File: config.mk
export PLATFORM = sky130hd
export DESIGN_NAME = mul_pipe_unit
export DESIGN_NICKNAME = d
export VERILOG_FILES = /design/src/rtl/mul_pipe_unit_pkg.sv /design/src/rtl/mul_pp_reduce.sv /design/src/rtl/mul_pipe_unit.sv
export SDC_FILE = /design/constraint.sdc
export NUM_CORES = 2
export LEC_CHECK = 0
export CAP_MARGIN = 20
export CORE_ASPECT_RATIO = 0.6
export CORE_MARGIN = 2
export CORE_UTILIZATION = 55
export DETAILED_ROUTE_END_ITERATION = 6
export HOLD_SLACK_MARGIN = 0.12
export PLACE_DENSITY = 0.76
export SLEW_MARGIN = 5
export SYNTH_ARGS = -nofsm -noshare
export SYNTH_HDL_FRONTEND = slang
export SYNTH_SLANG_ARGS = --single-unit
File: constraint.sdc
create_clock -name clk -period 28 [get_ports clk]
set_input_delay 5.6 -clock clk [delete_from_list [all_inputs] [get_ports clk]]
set_output_delay 5.6 -clock clk [all_outputs]
set_load 0.01 [all_outputs]
File: src/rtl/mul_pipe_unit_pkg.sv
// M-extension decode types shared by the multiply pipeline: funct3 encoding,
// multiply-op classifier and the deepest supported pipeline.
package m_extension;

    typedef enum logic [2:0] {
        F3_MUL    = 3'd0,
        F3_MULH   = 3'd1,
        F3_MULHSU = 3'd2,
        F3_MULHU  = 3'd3,
        F3_DIV    = 3'd4,
        F3_DIVU   = 3'd5,
        F3_REM    = 3'd6,
        F3_REMU   = 3'd7
    } m_funct3_e;

    localparam int MUL_STAGES_MAX = 4;

    function automatic logic is_mul_op(input m_funct3_e f);
        return f inside {F3_MUL, F3_MULH, F3_MULHSU, F3_MULHU};
    endfunction

endpackage

File: src/rtl/mul_pp_reduce.sv
// Combinational unsigned XLEN x XLEN partial-product generation, folded by a
// chain of 3:2 carry-save counters into two 2*XLEN rows whose sum is the product.
module mul_pp_reduce #(
    parameter int XLEN = 32
) (
    input  logic [XLEN-1:0]   a,
    input  logic [XLEN-1:0]   b,
    output logic [2*XLEN-1:0] row_top,
    output logic [2*XLEN-1:0] row_bot
);

    localparam int PW = 2 * XLEN;

    logic [PW-1:0] sum_acc;
    logic [PW-1:0] car_acc;
    logic [PW-1:0] pp;
    logic [PW-1:0] maj;

    // Carries out of bit PW-1 are dropped: the true product always fits in PW bits.
    always_comb begin
        sum_acc = '0;
        car_acc = '0;
        pp      = '0;
        maj     = '0;
        for (int i = 0; i < XLEN; i++) begin
            pp      = b[i] ? (PW'(a) << i) : '0;
            maj     = (sum_acc & car_acc) | (sum_acc & pp) | (car_acc & pp);
            sum_acc = sum_acc ^ car_acc ^ pp;
            car_acc = maj << 1;
        end
        row_top = car_acc;
        row_bot = sum_acc;
    end

endmodule

File: src/rtl/mul_pipe_unit.sv
// Pipelined RV32M multiplier (mul/mulh/mulhsu/mulhu) with valid/ready at both ends,
// tag passthrough and flush. MUL_PERF_CNT_EN adds perf_ops/perf_stall counters.
module mul_pipe_unit
    import m_extension::*;
#(
    parameter int XLEN   = 32,
    parameter int TAG_W  = 5,
    parameter int STAGES = 3
) (
    input  logic             clk,
    input  logic             rst,
    input  logic             flush,
    input  logic             in_valid,
    output logic             in_ready,
    input  logic [2:0]       in_funct3,
    input  logic [XLEN-1:0]  in_rs1,
    input  logic [XLEN-1:0]  in_rs2,
    input  logic [TAG_W-1:0] in_tag,
    output logic             out_valid,
    input  logic             out_ready,
    output logic [XLEN-1:0]  out_result,
    output logic [TAG_W-1:0] out_tag
`ifdef MUL_PERF_CNT_EN
    ,
    output logic [31:0]      perf_ops,
    output logic [31:0]      perf_stall
`endif
);

    localparam int S       = (STAGES < 2) ? 2 :
                             ((STAGES > MUL_STAGES_MAX) ? MUL_STAGES_MAX : STAGES);
    localparam int ROW_STG = (S == 2) ? 1 : 2;
    localparam int W2      = 2 * XLEN;

    logic [S:1]       v;
    logic [S:1]       en;
    logic [S:1]       ld;
    logic [S:0]       vin;
    logic             in_fire;

    m_funct3_e        f3_in;
    logic             sgn1, sgn2, neg_in;
    logic [XLEN-1:0]  a_in, b_in, pp_a, pp_b;
    logic [W2-1:0]    row_top, row_bot, top_q, bot_q;
    logic [W2-1:0]    sum_full, prod;
    logic [XLEN-1:0]  res_d, res_q;

    logic [TAG_W-1:0] tag_q [1:S];
    m_funct3_e        f3_q  [1:S-1];
    logic             neg_q [1:S-1];

    // A stage can take new contents whenever the output drains or any stage at or after it is empty.
    for (genvar k = 1; k <= S; k++) begin : g_adv
        assign en[k] = out_ready || !(&v[S:k]);
        assign ld[k] = en[k] && vin[k-1];
    end

    assign in_ready = en[1] && !flush;
    assign in_fire  = in_valid && in_ready;
    assign vin      = {v, in_fire};

    always_comb begin
        f3_in = m_funct3_e'(in_funct3);
        sgn1  = 1'b0;
        sgn2  = 1'b0;
        case (f3_in)
            F3_MUL, F3_MULH: begin
                sgn1 = in_rs1[XLEN-1];
                sgn2 = in_rs2[XLEN-1];
            end
            F3_MULHSU: sgn1 = in_rs1[XLEN-1];
            default: ;
        endcase
        a_in   = sgn1 ? -in_rs1 : in_rs1;
        b_in   = sgn2 ? -in_rs2 : in_rs2;
        neg_in = sgn1 ^ sgn2;
    end

    always_ff @(posedge clk) begin
        if (rst) begin
            v <= '0;
            for (int k = 1; k <= S; k++) tag_q[k] <= '0;
            for (int k = 1; k <= S - 1; k++) begin
                f3_q[k]  <= F3_MUL;
                neg_q[k] <= 1'b0;
            end
        end else begin
            if (flush) begin
                v <= '0;
            end else begin
                for (int k = 1; k <= S; k++) begin
                    if (en[k]) v[k] <= vin[k-1];
                end
            end
            if (ld[1]) begin
                tag_q[1] <= in_tag;
                f3_q[1]  <= f3_in;
                neg_q[1] <= neg_in;
            end
            for (int k = 2; k <= S; k++) begin
                if (ld[k]) tag_q[k] <= tag_q[k-1];
            end
            for (int k = 2; k <= S - 1; k++) begin
                if (ld[k]) begin
                    f3_q[k]  <= f3_q[k-1];
                    neg_q[k] <= neg_q[k-1];
                end
            end
        end
    end

    // Two-stage build folds sign conditioning straight into the partial-product stage.
    if (S == 2) begin : g_merged_cond
        assign pp_a = a_in;
        assign pp_b = b_in;
    end else begin : g_cond_reg
        logic [XLEN-1:0] a_q, b_q;
        always_ff @(posedge clk) begin
            if (rst) begin
                a_q <= '0;
                b_q <= '0;
            end else if (ld[1]) begin
                a_q <= a_in;
                b_q <= b_in;
            end
        end
        assign pp_a = a_q;
        assign pp_b = b_q;
    end

    mul_pp_reduce #(.XLEN(XLEN)) u_pp_reduce (
        .a       (pp_a),
        .b       (pp_b),
        .row_top (row_top),
        .row_bot (row_bot)
    );

    always_ff @(posedge clk) begin
        if (rst) begin
            top_q <= '0;
            bot_q <= '0;
        end else if (ld[ROW_STG]) begin
            top_q <= row_top;
            bot_q <= row_bot;
        end
    end

    // Four-stage build registers the low-half sum and its carry before the high-half add.
    if (S == 4) begin : g_split_add
        logic [XLEN-1:0] lo_q, hi_top_q, hi_bot_q;
        logic            c_q;
        logic [XLEN:0]   lo_sum;

        assign lo_sum = {1'b0, top_q[XLEN-1:0]} + {1'b0, bot_q[XLEN-1:0]};

        always_ff @(posedge clk) begin
            if (rst) begin
                lo_q     <= '0;
                c_q      <= 1'b0;
                hi_top_q <= '0;
                hi_bot_q <= '0;
            end else if (ld[3]) begin
                lo_q     <= lo_sum[XLEN-1:0];
                c_q      <= lo_sum[XLEN];
                hi_top_q <= top_q[W2-1:XLEN];
                hi_bot_q <= bot_q[W2-1:XLEN];
            end
        end

        assign sum_full = {hi_top_q + hi_bot_q + {{(XLEN-1){1'b0}}, c_q}, lo_q};
    end else begin : g_single_add
        assign sum_full = top_q + bot_q;
    end

    always_comb begin
        prod  = neg_q[S-1] ? -sum_full : sum_full;
        res_d = '0;
        if (is_mul_op(f3_q[S-1])) begin
            res_d = (f3_q[S-1] == F3_MUL) ? prod[XLEN-1:0] : prod[W2-1:XLEN];
        end
    end

    always_ff @(posedge clk) begin
        if (rst) begin
            res_q <= '0;
        end else if (ld[S]) begin
            res_q <= res_d;
        end
    end

    assign out_valid  = v[S];
    assign out_result = res_q;
    assign out_tag    = tag_q[S];

`ifdef MUL_PERF_CNT_EN
    always_ff @(posedge clk) begin
        if (rst) begin
            perf_ops   <= '0;
            perf_stall <= '0;
        end else begin
            if (out_valid && out_ready)  perf_ops   <= perf_ops + 32'd1;
            if (out_valid && !out_ready) perf_stall <= perf_stall + 32'd1;
        end
    end
`endif

endmodule
Yosys cells after proc, flatten, opt, wreduce, memory -nomap -nowiden. Memories as Yosys holds them, arrays and structs flattened. Index checks and enable logic that the tools add are counted.

Add/subtract/negate cells: 4. Multiplexer cells: 57. Reductions and logical operators: 20. Bitwise logic cells: 220. Equality and inequality tests: 5.

Operators with widths (number): $and 63x63->63 (78); $or 63x63->63 (60); $xor 64x64->64 (30); $mux 32 (5); $and 63x56->63 (2); $and 63x58->63 (2); $and 63x59->63 (2); $and 63x60->63 (2); $and 63x61->63 (2); $and 63x62->63 (2); $add 64x64->64 (1); $mux 64 (1); $neg 32->32 (2); $neg 64->64 (1); $xor 64x34->64 (1); $xor 64x35->64 (1); $xor 64x36->64 (1); $xor 64x37->64 (1); $xor 64x38->64 (1); $xor 64x39->64 (1); $xor 64x40->64 (1); $xor 64x41->64 (1); $xor 64x42->64 (1); $xor 64x43->64 (1); 69 further kinds (106).

Memory bits (writable): 23. Memories kept: 3. Output and inout bits: 39. Input port bits: 77. Flip-flop bits (word level): 226. Logic and storage cells: 317.

Memories: tag_q (depth 3, width 5, read ports 3, clocked after Yosys merged registers in 0, write ports 3, line mul_pipe_unit.sv:48) `logic [TAG_W-1:0] tag_q [1:S];`; f3_q (depth 2, width 3, read ports 2, clocked after Yosys merged registers in 0, write ports 2, line mul_pipe_unit.sv:49) `m_funct3_e f3_q [1:S-1];`; neg_q (depth 2, width 1, read ports 2, clocked after Yosys merged registers in 0, write ports 2, line mul_pipe_unit.sv:50) `logic neg_q [1:S-1];`.

Longest topological paths before layout.
Depth in word-level cells: 92. Gate-level depth with buffers: 39. Depth with buffers taken out: 38.

Cells and area by module. From an unflattened synthesis, not the netlist that was laid out.

Cell total of the unflattened synthesis: 4499. Area total of the unflattened synthesis: 42737.2 µm².

Modules (own cells, without submodules): mul_pp_reduce (cells an instance 2468, area each 26191.4 µm², instances 1, sequential area each 0.0 µm²); mul_pipe_unit (cells an instance 2031, area each 16545.9 µm², instances 1, sequential area each 5235.0 µm²).

Worst setup path before layout. No wires, ideal clock.

Path kind: register -> register. Start point: register g_cond_reg.a_q[30]. End point: register bot_q[31]. Setup time: 117 ps. Data required time: 27883 ps. Path slack: 12811 ps. Arrival: 15072 ps. Cell stages (with the launch flop): 39. Path buffers: 1. Clock period less this slack: 15189 ps. Path through: dfxtp_1 -> clkbuf_1 -> and2_1 -> ha_1 -> inv_1 -> fa_1 -> fa_1 -> inv_1 -> fa_1 -> fa_1 -> fa_1 -> fa_1 -> fa_1 -> fa_1 -> fa_1 -> fa_1 -> fa_1 -> fa_1 -> [... 3 more ...] -> fa_1 -> fa_1 -> fa_1 -> fa_1 -> fa_1 -> fa_1 -> fa_1 -> fa_1 -> fa_1 -> fa_1 -> fa_1 -> fa_1 -> inv_1 -> fa_1 -> fa_1 -> inv_1 -> fa_1 -> a22o_1.

Word-level cells in the longest chain between the ends: 63. Elaborated cells on any way between the ends: 180. Classes of those cells: 2 x mux; 178 x bitwise.

Ends and longest elaborated chain: start: declaration (line mul_pipe_unit.sv:117) `logic [XLEN-1:0] a_q, b_q;`; start signal: assignment (line mul_pipe_unit.sv:123) `a_q <= a_in;`; $mux 32 (line mul_pp_reduce.sv:26) `pp = b[i] ? (PW'(a) << i) : '0;`; $xor 32x33->33 (line mul_pp_reduce.sv:28) `sum_acc = sum_acc ^ car_acc ^ pp;`; $and 63x63->63 or $xor 64x64->64 (tied branches) (line mul_pp_reduce.sv:27, mul_pp_reduce.sv:28); $or 63x63->63 or $xor 64x34->64 (tied branches) (line mul_pp_reduce.sv:27, mul_pp_reduce.sv:28); $or 63x63->63, or another cell as far along (line mul_pp_reduce.sv:27) `maj = (sum_acc & car_acc) | (sum_acc & pp) | (car_acc & pp);`; $xor 64x64->64, or another cell as far along (line mul_pp_reduce.sv:28); $xor 64x35->64, or another cell as far along (line mul_pp_reduce.sv:28); $xor 64x64->64, or another cell as far along (line mul_pp_reduce.sv:28); [... 48 more ...]; $xor 64x60->64, or another cell as far along (line mul_pp_reduce.sv:28); $xor 64x64->64, or another cell as far along (line mul_pp_reduce.sv:28); $xor 64x61->64, or another cell as far along (line mul_pp_reduce.sv:28); $xor 64x64->64 or $or 63x63->63 (tied branches) (line mul_pp_reduce.sv:28, mul_pp_reduce.sv:27); $xor 64x62->64 or $or 63x63->63 (tied branches) (line mul_pp_reduce.sv:28, mul_pp_reduce.sv:27); $xor 64x64->64 (*) (line mul_pp_reduce.sv:28); $xor 64x63->64 (*) (line mul_pp_reduce.sv:28); named net row_bot[31] (line mul_pipe_unit.sv:44) `logic [W2-1:0] row_top, row_bot, top_q, bot_q;`; end signal: assignment (line mul_pipe_unit.sv:144) `bot_q <= row_bot;`; end: declaration (line mul_pipe_unit.sv:44).

The timed path passes the listed nets; every way through them passes the cells marked *. A chain may end at the register's enable or synchronous reset.

Final worst setup path.
Start point: register g_cond_reg.a_q[27]. End point: register bot_q[31].

Word-level cells in the longest chain between the ends: 66. Elaborated cells on any way between the ends: 212. Classes of those cells: 5 x mux; 207 x bitwise.

Ends and longest elaborated chain (line): $mux 32 (mul_pp_reduce.sv:26); $xor 32x33->33 (mul_pp_reduce.sv:28); $and 63x63->63 or $xor 64x64->64 (tied branches) (mul_pp_reduce.sv:27, mul_pp_reduce.sv:28); $or 63x63->63 or $xor 64x34->64 (tied branches) (mul_pp_reduce.sv:27, mul_pp_reduce.sv:28); $or 63x63->63, or another cell as far along (mul_pp_reduce.sv:27); $and 63x63->63, or another cell as far along (mul_pp_reduce.sv:27); $or 63x63->63, or another cell as far along (2 in series) (mul_pp_reduce.sv:27); $and 63x63->63, or another cell as far along (mul_pp_reduce.sv:27); [... 50 more ...]; $xor 64x60->64, or another cell as far along (mul_pp_reduce.sv:28); $xor 64x64->64, or another cell as far along (mul_pp_reduce.sv:28); $xor 64x61->64, or another cell as far along (mul_pp_reduce.sv:28); $xor 64x64->64 or $or 63x63->63 (tied branches) (mul_pp_reduce.sv:28, mul_pp_reduce.sv:27); $xor 64x62->64 or $or 63x63->63 (tied branches) (mul_pp_reduce.sv:28, mul_pp_reduce.sv:27); $xor 64x64->64 (*) (mul_pp_reduce.sv:28); $xor 64x63->64 (*) (mul_pp_reduce.sv:28); named net row_bot[31] (mul_pipe_unit.sv:44).

Marks and branches as above.

==> impl_summary.md <==
Timing
The number of pins with negative max-slew slack in the final report came to 0. After routing, the total negative slack on setup checks comes to 0 ps. The final critical path time including I/O delays and setup is 16000 ps. The worst max-slew margin expressed relative to the limit is 28.8%.

For the final database, setup skew stands at 41.6 ps. The final critical path takes up 57.2% of the cycle. Derived from the worst setup path, the maximum achievable clock frequency is ~62 MHz. The number of endpoints failing setup at the final stage is 0. The minimum hold slack is about 460 ps. For the pin with the worst max-slew slack, the measured transition is 1070 ps. Setup repair after global routing left no endpoint under its margin.

The count of final hold-check violations is 0.

Drt
The detailed-router iteration count before antenna repair is 7. The number of design-rule violations left by the first detailed-router iteration is 1978. The count of nets left with antenna violations once routing finished came out at 0. The total wire length is 83900 microns. The final routed DRC violation total is 4. The average via count per standard cell is 5.70.

After detailed routing, the wire length on met1 is 42000 microns. The uppermost signal routing layer after detailed routing is met4. The total length of routed met3 wires is 4970 microns. The via count is 26.5k. Wire segments on met2 add up to 35900 microns in the final route. The per-cell routed wire length is about 18 microns.

Die
The horizontal extent of the die is 341 microns. The top-level I/O count is 116. Once the floorplan was initialized, standard cells occupied 55.4% of the core. The floorplan has 74 rows. Measured along the y axis, the die boundary spans 206 microns. The die covers approximately 0.07 sq mm.

In this run the standard cell core region covers 0.0677 sq mm.

Synthesis
During synthesis, Yosys emitted a total of 0 warnings. The top-area cell type share of the netlist area is 49.7%. The mapped netlist covers 0.0375 sq mm. Counting flops with a built-in enable in the synthesized netlist gives 23.

The post-synthesis register bit count is approximately 220. Of all flip-flops after synthesis, the portion carrying an async set or reset was 0%. Yosys mapped the design onto 77 distinct sky130hd cell types.

The proportion of synthesized chip area in sequential cells is roughly an eighth. Yosys instantiated no cell more often than sky130_fd_sc_hd__fa_1. The most common flop cell mapped by yosys is sky130_fd_sc_hd__dfxtp_1. Yosys attributes the largest share of cell area to sky130_fd_sc_hd__fa_1, sky130_fd_sc_hd__dfxtp_1, sky130_fd_sc_hd__and2_1, sky130_fd_sc_hd__nand2_1, sky130_fd_sc_hd__clkbuf_1. The cell type with the highest aggregate area in the netlist is sky130_fd_sc_hd__fa_1. The cell count after synthesis is 3794. Counting instances in the post-synthesis netlist gives the leading cell types as sky130_fd_sc_hd__fa_1, sky130_fd_sc_hd__nand2_1, sky130_fd_sc_hd__and2_1.

The net count after synthesis is 4867. The mean instance size in the synthesized netlist is 9.88 sq um.

Placement
At the end of routability-driven placement, the weighted congestion stood at ~0.95. The number of cells in the design after placement is 4595. Detailed placement ended at an HPWL of roughly 69000 microns. The number of buffers inserted by port buffering is 115. Once placement finished, the instance area stood at 0.0392 sq mm.

Worst hold path
The end of the worst hold path is out_result[13]. The hold-critical path depth is 2. The worst hold path belongs to the class reg -> reg. The hold path startpoint is out_result[13].

Worst setup path
In this run the worst path has a maximum fanout of 33. STA classifies the critical path endpoint as a flop. The kind of start point of the critical path is a flop.

The arrival time of the worst setup path is 16440 ps. The worst register-to-register path has a setup slack of 12000 ps. The worst setup path is of the reg -> reg kind. The delay of the slowest critical-path stage is 1020 ps. The worst register-to-register path ends at bot_q[31]. In this run the critical register-to-register path is launched from g_cond_reg.a_q[27]. Data on the critical path is required at its endpoint by 28440 ps.

Counting stages on the worst path, the most repeated cell is sky130_fd_sc_hd__fa_1. The count of cells along the worst register-to-register path is 37. The largest individual stage delay along the critical path comes from the cell sky130_fd_sc_hd__dfxtp_1.

Clock network
Clock tree synthesis inserted a total of 23 buffers. Buffers added to address setup during post-CTS repair amount to 0. The cell sitting at the root of the clock tree is a sky130_fd_sc_hd__clkbuf_16. The clock-pin slew of the registers on the worst-case setup and hold paths is ~70 ps.

The clock reaches the later pin of the worst-skew pair after between 500 and 600 ps. The clock tree from TritonCTS is built. The clock drives 216 sinks.

The number of buffers between clock root and the deepest sink is 3. Hold repair after CTS inserted 0 buffers. CTS built an H-tree with a depth of 1. The post-cts gate resize count is 0.

Global routing
Across every metal layer, demand over resource in global routing totals 25.0%. The maximum number of pins on one net before global-route repair is just over 90. The first global-routing pass estimated 142000 microns of wire. The number of antenna violations at the first check in global routing is 0. The via count of the first global-routing pass came to 26.3k.

The global-route congestion overflow total is 0.

Job
Max-cap violations in this run came to 0.

Outcome
The checks that failed: DRC. The run finished, with violations left.

Power and ir drop
The internal portion of the total power is 0.882 mW. Per report_power, the combinational group accounts for 53.7% of the total. Per report_power, the sequential group accounts for about a quarter of the total. In this run the static leakage power is 14.4 nW.

Per report_power, the clock group accounts for between 20% and 30% of the total. The power per cell area is 37.5 mW/mm^2. The worst-case vdd ir drop is 0.0000421 V. The analysis attributes to net switching a power of between 0.6 and 0.7 mW.

The switching part of the total power is between 40% and 50%.

Finish
In the final layout, the share of cells above drive strength 1 is 3.80%. The layout overhead on the synthesized area is 7.20%. The post-layout net count is 4791. The share of the core filled with cells in the final layout is 59.4%. The number of diodes added for antenna fixing is 0. Summing all non-filler instances in the final layout gives an area of between 0.04 and 0.05 sq mm. The finished layout holds 4647 standard cells, fillers aside.
state kept, by name (all words and copies together), names as in the netlist:
name / count
g_cond_reg.a_q: 32
bot_q: 63
tag_q: 15
f3_q: 6
top_q: 31
neg_q: 2
out_result: 32
v: 3
g_cond_reg.b_q: 32
worst max-delay path: cells and delay by family (launching register included):
kind / cells / cell delay, ps
AOI/OAI and AO/OA: 1 / 210
adders and majority gates: 31 / 14150
buffers and inverters: 4 / 220
DFF: 1 / 1020
and+or+nand+nor: 1 / 250
layer usage:
metal  global-route usage (%)  vias to the layer above
li1                         -                    11800
met1                     40.9                    14000
met2                     36.3                      647
met3                     3.32                       65
met4                     3.40                        0
met5                        0                        -
cell usage in the layout, fill, tap and decap left out, drive strengths merged, types with 4 or more instances in the layout:
cell type and count:
a31oi 7, o211ai 7, nand3 16, inv 251
buf 69, nor4 8, a21oi 72, fa 931
o21ai 116, nor3 26, nor2 125, o2111ai 4
xnor2 71, clkbuf 34, a22o 75, a22oi 9
or3 28, a32o 7, nand2 699, nand2b 5
and3 5, or2 14, nand3b 5, dfxtp 193
o31ai 31, a311oi 6, a21boi 9, a211oi 59
or4 16, o21bai 5, ha 65, o41ai 17
xor2 59, edfxtp 23, a21o 8, nand4 5
and2 480, clkdlybuf4s50 114
through the flow:
stage / setup WS, ps / total power [mW]
2_1_floorplan: 12810 / 0.955
3_3_place_gp: 12050 / 1.14
3_5_place_dp: 11970 / 1.15
4_1_cts: 11920 / 1.50
5_1_grt: 11400 / 1.65
6_report: 12000 / 1.51
power by group through the flow:
stage	Sequential [mW]	Combinational, mW	Clock, mW
detailed placement	0.364	0.790	0
global route	0.354	0.929	0.362
floorplan	0.348	0.607	0
global placement	0.363	0.774	0
CTS	0.357	0.793	0.348
finish	0.351	0.809	0.346
worst max path at each step:
stage                             from   endpoint  slack (ps)
floorplan           g_cond_reg.a_q[30]  bot_q[31]       12810
global placement     g_cond_reg.b_q[1]  bot_q[31]       12050
detailed placement   g_cond_reg.b_q[1]  bot_q[31]       11970
CTS                  g_cond_reg.b_q[1]  bot_q[31]       11920
global route        g_cond_reg.a_q[27]  bot_q[31]       11400
finish              g_cond_reg.a_q[27]  bot_q[31]       12000
kinds of logic (layout without fill, tap and decap cells):
family / Yosys count / count (layout) / share of synthesized area [%]
mux: 4 / 4 / 0.140
xor+xnor: 130 / 130 / 3.04
buf+inv: 534 / 475 / 5.41
fa+ha+maj: 996 / 996 / 51.9
flops: 216 / 216 / 12.2
compound gates: 466 / 466 / 8.61
simple gates: 1448 / 1448 / 18.7
final cells by class:
cell class	count	area (sq um)
well taps	912	1140
clock buffers	33	696
flip-flops and latches	216	4550
multi-input cells	3044	30900
fillers	5737	27500
clock inverters	9	133
inverters	249	935
repair buffers	184	1790
Note: power is estimated with default switching activity, not from simulation.
